==> config.mk <==
export PLATFORM = sky130hd
export DESIGN_NAME = hash_responder
export DESIGN_NICKNAME = d
export VERILOG_FILES = /design/src/rtl/miner_pkg.sv /design/src/rtl/nonce_counter.sv /design/src/rtl/hash_responder.sv
export SDC_FILE = /design/constraint.sdc
export NUM_CORES = 1
export LEC_CHECK = 0
export ABC_CLOCK_PERIOD_IN_PS = 4760
export BUFFER_PORTS_ARGS = -buffer_cell sky130_fd_sc_hd__buf_2
export CAP_MARGIN = 20
export CORE_AREA = 2 2 229 231
export DETAILED_ROUTE_END_ITERATION = 7
export DIE_AREA = 0 0 231 233
export PLACE_DENSITY = 0.77
export SETUP_SLACK_MARGIN = 0.05
export SLEW_MARGIN = 20
export SYNTH_ARGS = -nofsm -noshare
export SYNTH_HDL_FRONTEND = slang
export SYNTH_SLANG_ARGS = --single-unit
export TNS_END_PERCENT = 10
==> constraint.sdc <==
create_clock -name clk -period 4.76 [get_ports clk]
set_input_delay 0.714 -clock clk [delete_from_list [all_inputs] [get_ports clk]]
set_output_delay 0.714 -clock clk [all_outputs]
set_load 0.005 [all_outputs]
==> src/rtl/miner_pkg.sv <==
// Shared types for the hash responder: controller state encoding and default widths.
package miner_pkg;

  localparam int NONCE_W_DEF  = 32;
  localparam int DIGEST_W_DEF = 256;

  typedef logic [NONCE_W_DEF-1:0]  nonce_t;
  typedef logic [DIGEST_W_DEF-1:0] digest_t;

  typedef enum logic [2:0] {
    IDLE  = 3'd0,
    START = 3'd1,
    WAIT  = 3'd2,
    CMP   = 3'd3,
    DONE  = 3'd4
  } state_e;

endpackage

==> src/rtl/nonce_counter.sv <==
// Free-running nonce counter with a sticky wrap flag.
// A synchronous clear has priority over increment.
module nonce_counter #(
  parameter int W = 32
) (
  input  logic         clk,
  input  logic         rst,
  input  logic         clear_i,
  input  logic         inc_i,
  output logic [W-1:0] count_o,
  output logic         overflow_o
);

  logic [W-1:0] count_q, count_d;
  logic         ovf_q, ovf_d;

  // NOTE: every always_comb output gets a default first so no latch is inferred.
  always_comb begin
    count_d = count_q;
    ovf_d   = ovf_q;
    if (clear_i) begin
      count_d = '0;
      ovf_d   = 1'b0;
    end else if (inc_i) begin
      count_d = count_q + W'(1);
      if (&count_q) ovf_d = 1'b1;
    end
  end

  always_ff @(posedge clk) begin
    if (rst) begin
      count_q <= '0;
      ovf_q   <= 1'b0;
    end else begin
      count_q <= count_d;
      ovf_q   <= ovf_d;
    end
  end

  assign count_o    = count_q;
  assign overflow_o = ovf_q;

endmodule

==> src/rtl/hash_responder.sv <==
// Mining attempt controller: snapshots the nonce, drives the hash core and compares its digest
// against the target. Optional watchdog on the core wait is enabled by HASH_RESPONDER_WATCHDOG_EN.
module hash_responder
  import miner_pkg::*;
#(
  parameter int NONCE_W     = NONCE_W_DEF,
  parameter int DIGEST_W    = DIGEST_W_DEF,
  parameter int TIMEOUT_CYC = 128
) (
  input  logic                clk,
  input  logic                rst,
  input  logic                loadTarget,
  input  logic [DIGEST_W-1:0] target_in,
  input  logic                reset,
  input  logic                beginSHA,
  input  logic                increment,
  output logic                sha_start,
  output logic [NONCE_W-1:0]  sha_nonce,
  input  logic                sha_done,
  input  logic [DIGEST_W-1:0] sha_digest,
  output logic                complete,
  output logic                valid,
  output logic                overflow,
  output logic [NONCE_W-1:0]  nonce,
  output logic                timeout
);

  state_e              state_q;
  logic                sha_start_q;
  logic [NONCE_W-1:0]  sha_nonce_q;
  logic [DIGEST_W-1:0] digest_q;
  logic [DIGEST_W-1:0] target_q;
  logic                valid_q;
  logic                complete_q;

`ifdef HASH_RESPONDER_WATCHDOG_EN
  localparam int WD_W = $clog2(TIMEOUT_CYC + 1);
  logic [WD_W-1:0] wd_cnt_q;
  logic            timeout_q;
`endif

  nonce_counter #(.W(NONCE_W)) u_nonce (
    .clk        (clk),
    .rst        (rst),
    .clear_i    (reset),
    .inc_i      (increment),
    .count_o    (nonce),
    .overflow_o (overflow)
  );

  // NOTE: sequential state uses non-blocking assignments only, so every read sees pre-edge values.
  always_ff @(posedge clk) begin
    if (rst) begin
      state_q     <= IDLE;
      sha_start_q <= 1'b0;
      sha_nonce_q <= '0;
      digest_q    <= '0;
      target_q    <= '0;
      valid_q     <= 1'b0;
      complete_q  <= 1'b0;
`ifdef HASH_RESPONDER_WATCHDOG_EN
      wd_cnt_q    <= '0;
      timeout_q   <= 1'b0;
`endif
    end else begin
      // The compare in CMP reads target_q before this write lands, so a same-cycle load is deferred.
      if (loadTarget) target_q <= target_in;

      sha_start_q <= 1'b0;
      complete_q  <= 1'b0;

      if (reset) begin
        state_q <= IDLE;
        valid_q <= 1'b0;
`ifdef HASH_RESPONDER_WATCHDOG_EN
        timeout_q <= 1'b0;
`endif
      end else begin
        case (state_q)
          IDLE: begin
            if (beginSHA) begin
              state_q     <= START;
              sha_start_q <= 1'b1;
              sha_nonce_q <= nonce;
              valid_q     <= 1'b0;
`ifdef HASH_RESPONDER_WATCHDOG_EN
              timeout_q   <= 1'b0;
`endif
            end
          end
          START: begin
            state_q <= WAIT;
`ifdef HASH_RESPONDER_WATCHDOG_EN
            wd_cnt_q <= '0;
`endif
          end
          WAIT: begin
            if (sha_done) begin
              digest_q <= sha_digest;
              state_q  <= CMP;
            end
`ifdef HASH_RESPONDER_WATCHDOG_EN
            else if (wd_cnt_q == WD_W'(TIMEOUT_CYC - 1)) begin
              state_q    <= DONE;
              complete_q <= 1'b1;
              valid_q    <= 1'b0;
              timeout_q  <= 1'b1;
            end else begin
              wd_cnt_q <= wd_cnt_q + WD_W'(1);
            end
`endif
          end
          CMP: begin
            valid_q    <= (digest_q < target_q);
            complete_q <= 1'b1;
            state_q    <= DONE;
          end
          DONE:    state_q <= IDLE;
          default: state_q <= IDLE;
        endcase
      end
    end
  end

  assign sha_start = sha_start_q;
  assign sha_nonce = sha_nonce_q;
  assign complete  = complete_q;
  assign valid     = valid_q;
`ifdef HASH_RESPONDER_WATCHDOG_EN
  assign timeout   = timeout_q;
`else
  assign timeout   = 1'b0;
`endif

endmodule

=== After elaboration in Yosys (flattened, before gate mapping) ===
Index checks and enable logic that the tools add are counted.

* Bitwise gates (word level): 2
* Reductions and logical operators: 9
* Add/subtract/negate cells: 1
* Muxes and demuxes: 7
* Equal/unequal tests: 5
* $lt $le $gt $ge: 1

{| class="wikitable"
|+ Operator list
! operator !! count
|-
| $lt A256 B256 Y1 || 1
|-
| $reduce_and A33 Y1 || 1
|-
| $add A32 B1 Y32 const B || 1
|-
| $pmux W3 S4 || 1
|-
| $eq A3 B2 Y1 const B || 2
|-
| $mux W3 || 2
|-
| $reduce_and A3 Y1 || 2
|-
| $ne A2 B2 Y1 const B || 2
|-
| $reduce_and A2 Y1 || 2
|-
| $eq A3 B1 Y1 const B || 1
|-
| $logic_not A3 Y1 || 1
|-
| $mux W1 || 3
|-
| $reduce_or A3 Y1 || 1
|-
| $not A1 Y1 || 2
|-
| $pmux W1 S2 || 1
|-
| $reduce_bool A2 Y1 || 1
|-
| $reduce_or A2 Y1 || 1
|}

* Word-level logic and storage cells: 34
* Register bits: 583
* Output and inout bits: 69

=== Longest topological paths before layout ===
* Depth in word-level cells: 3
* Depth in mapped cells: 10

=== Modules after synthesis ===
From an unflattened synthesis, not the netlist that was laid out.

* Cells, all modules: 3,199
* Area, all modules: 26,982.1 µm²

{| class="wikitable"
|+ Modules (own cells, without submodules)
! module !! instances !! area an instance (µm²) !! cells an instance
|-
| hash_responder || 1 || 25,348.1 || 3,014
|-
| nonce_counter || 1 || 1,634.1 || 185
|}

=== Least setup slack after synthesis ===
Ideal clock, no wire load.

* Path type: register -> register
* Start point: reg target_q[229]
* End point: reg valid_q (netlist: valid)
* Data arrival time: 2.056 ns
* Path slack: 2.575 ns
* Cell stages (with the launch flop): 10
* Buffers on the path: 0
* Data required time: 4.631 ns
* Cells stage by stage: dfxtp_1 > inv_1 > ha_1 > nand4_1 > or2_1 > or4b_1 > nor2_1 > nand4b_1 > nor4_1 > a21oi_1

* Longest elaborated chain between the ends: 2

{| class="wikitable"
|+ RTL lines
! what !! RTL line !! RTL
|-
| start: declaration || hash_responder.sv:32 || <nowiki>logic [DIGEST_W-1:0] target_q;</nowiki>
|-
| start signal: assignment || hash_responder.sv:67 || <nowiki>if (loadTarget) target_q <= target_in;</nowiki>
|-
| $lt A256 B256 Y1 || hash_responder.sv:114 || <nowiki>valid_q <= (digest_q < target_q);</nowiki>
|-
| $pmux W1 S2 || hash_responder.sv:79 || <nowiki>case (state_q)</nowiki>
|-
| end signal: assignment || hash_responder.sv:114 ||
|-
| end: declaration || hash_responder.sv:33 || <nowiki>logic valid_q;</nowiki>
|}

No other way between the ends.
A chain may end at the register's enable or synchronous reset.

=== Worst setup path after layout ===
* Start point: reg state_q[2]
* End point: reg digest_q[195]

* Longest elaborated chain between the ends: 2

{| class="wikitable"
|+ RTL lines
! what !! RTL line !! RTL
|-
| start: declaration || hash_responder.sv:28 || <nowiki>state_e state_q;</nowiki>
|-
| start signal: assignment || hash_responder.sv:54 || <nowiki>state_q <= IDLE;</nowiki>
|-
| start signal: assignment || hash_responder.sv:73 || <nowiki>state_q <= IDLE;</nowiki>
|-
| start signal: assignment || hash_responder.sv:82 || <nowiki>state_q <= START;</nowiki>
|-
| $eq A3 B2 Y1 || hash_responder.sv:79 ||
|-
| $reduce_and A3 Y1 (no source line) || -- ||
|-
| end signal: assignment || hash_responder.sv:99 || <nowiki>digest_q <= sha_digest;</nowiki>
|-
| end: declaration || hash_responder.sv:31 || <nowiki>logic [DIGEST_W-1:0] digest_q;</nowiki>
|}

No other way between the ends.

==> results.toml <==
[run_status]
status = "complete, no violations"

[min_path]
holdCritStartpoint = "sha_digest[52]"
timing.hold.worst_endpoint = "digest_q[52]"
hold_depth = 3
hp-class = "input pin to flop"

[finish]
drive_above_1_share = 0.191
area_growth_pct = 20.8
layout_common_cells = "nand2_1, buf_2, dfxtp_1, a21oi_1, nor2_1"
layout.nets = 4446
mostFrequentLayoutCell = "nand2_1"

[setup_path]
crit_required_ns = 5.28
endpoint_kind = "flop"
critPathKind = "flop to flop"
reg2regPathDepth = 6
path_max_fanout = 95
startpoint_type = "flop"
r2r-end = "digest_q[195]"
r2r_setup_slack_ns = 1.80
timing.critical_path.arrival_ns = 3.48
reg2reg_from = "state_q[2]"

[synthesis]
yosys-top-cells-area = "dfxtp_1, ha_1, mux2i_1"
synth_top_area_share = 0.438
synth_area_leader_cell = "dfxtp_1"
async_reset_ff_frac = 0
synth_area_per_cell_um2 = 8.43
ys_types = 62
synth_edf_count = 0
synth-main-ff-cell = "dfxtp_1"
synthCells = 3165
syn_nets = 3940
yosysWarningCount = 0
synth_area_um2 = 26700
ys_ff_latch = 583
ys_seq_area_frac = 0.438

[clocking]
cts_hold_buffers = 0
cts_made_buffers = 61
cts_max_level = 2
ctsResizeCount = 0
clkTransAtPathRegs_ns = 0.06
cts_sinks = 583
root_buffer = "clkbuf_16"
clkLatencyLatePin_ns = 0.62
clock_path_buffers = 3
cts_setup_buffers = 0
cts_tree = "yes"

[drt]
drc = 0
top_layer = "met5"
wl_met3_mm = 5.13
final_antenna_net_count = 0
drt_iter0_drc = 1491
vias = 23000
viasPerCell = 5.20
wl_met1_mm = 31.5
post_drt_wl_per_cell_um = 17.0
wl_met2_mm = 36.0
detail_route.first_pass.iterations = 5
drt-total-wl_mm = 75.3

[sta]
fin_crit_ns = 2.96
clock.fmax_mhz = 337
setup-tns-final_ns = 0
worst_pin_slew_ns = 1.10
slew_violations = 0
setup_violations = 0
post-route-worst-setup-slack_ns = 1.80
relSlewSlack = 0.265
rsz0062_at_grt = "no"
period_share = 0.623
fin_skew_ns = 0.0132
hold_viol = 0
fin_hold_ws_ns = 0.320

[floorplanning]
initial_core_util = 0.522
core_um2 = 51100
dieArea_um2 = 53800
io_pins = 588
row_count = 83
die_h_um = 233
fp.dieW_um = 231

[global_routing]
grt_pass1_wl_mm = 117
grt_usage = 0.271
grt_pass1_vias = 22200
grt_overflow = 0
antenna_found_initial = 49
grt_max_degree = 197

[flow_run]
cap_violations = 0

[power_and_ir_drop]
cellPowerDensity_nw_per_um2 = 339
leakagePower_nw = 14.6
peakVddDrop_uv = 285

[placed_design]
place.gp.congestion = 0.910
io_buffers = 586
dp_hpwl_mm = 54.6
dp_slack_ns = 1.57
==> cell usage after synthesis, types with 2 or more instances <==
cell       number
nand3_1        29
a21o_1         33
o221ai_1        2
nand4_1        49
a221oi_1        8
and4_1         12
or2_1           2
o21ai_0        40
nor2_1        315
nand2_1       644
a221o_1         2
and2_1          3
nor3_1         16
a21oi_1       376
nor2b_1         5
nor4_1          8
o2111ai_1       3
buf_2           2
xnor2_1         9
mux2i_1       257
a211oi_1       16
buf_1          26
a2111oi_0       6
inv_1         258
nand2b_1        3
or3_1           8
xor2_1         16
o21a_1          3
ha_1          256
dfxtp_1       583
and3_1          6
o211ai_1        6
clkbuf_1      129
a21boi_0        4
o41ai_1         2
o31ai_1         2
==> logic make-up (layout without fill, tap and decap cells) <==
| kind of cell | count (synthesis) | count (layout) | synth area share |
|---|---|---|---|
| AOI/OAI and AO/OA | 511 | 511 | 0.106 |
| xor gates and xnor gates | 25 | 25 | 0.00821 |
| adders and majority gates | 256 | 256 | 0.120 |
| buffers and inverters | 417 | 967 | 0.0592 |
| DFF | 583 | 583 | 0.438 |
| muxes | 257 | 257 | 0.0964 |
| other | 1 | 38 | 0.000141 |
| and+or+nand+nor | 1115 | 1115 | 0.172 |
==> critical path, cell delays in order (launching register included) <==
cell,delay [ns]
dfxtp_1,0.46
nor3_1,0.16
nand3_4,0.10
buf_4,0.70
buf_4,0.95
nand2_1,0.17
a21oi_1,0.20
==> worst max-delay path by stage <==
stage	from	slack, ns	to	cells after the start
final	state_q[2]	1.80	digest_q[195]	6
after global routing	target_q[126]	1.55	valid	8
after CTS	target_q[126]	1.80	valid	8
after detailed placement	reset	1.57	digest_q[173]	7
after global placement	reset	1.64	digest_q[165]	7
after floorplan	target_q[229]	2.58	valid	9
==> registers in the layout (all words and copies together) (netlist names) <==
register and flops:
sha_start 1, state_q 3, sha_nonce 32, u_nonce.overflow_o 1
digest_q 256, complete 1, valid 1, u_nonce.count_o 32
target_q 256
==> through the flow <==
stage | instances | total power, mW | area (µm²) | util
finish | 4432 | 10.9 | 32200 | 0.631
global placement | 4288 | 6.12 | 30100 | 0.589
global route | 4424 | 11.3 | 32200 | 0.630
detailed placement | 4288 | 6.14 | 30100 | 0.589
floorplan | 3165 | 5.74 | 26700 | -
CTS | 4395 | 11.0 | 32100 | 0.629
==> layout make-up <==
cell class | instances | area [µm²]
Inverter | 258 | 968
Tap cell | 680 | 851
Timing Repair Buffer | 602 | 3150
Clock inverter | 18 | 228
Clock buffer | 89 | 1810
Sequential cell | 583 | 11700
Fill cell | 4444 | 18900
Multi-Input combinational cell | 2165 | 13500
Antenna cell | 37 | 92.6
==> metal layers <==
metal,vias up,global-route usage
met1,10600,0.328
met4,28,0.109
met5,-,0
li1,11600,-
met2,623,0.461
met3,185,0.0659
==> power by group <==
| part | internal, mW | leakage (nW) | switching [mW] |
|---|---|---|---|
| Sequential | 5.02 | 4.75 | 0.0751 |
| Combinational | 0.427 | 8.81 | 0.519 |
| Clock | 2.89 | 1.01 | 1.98 |
| Total | 8.34 | 14.6 | 2.57 |
Power figures use the tool's default switching activity.
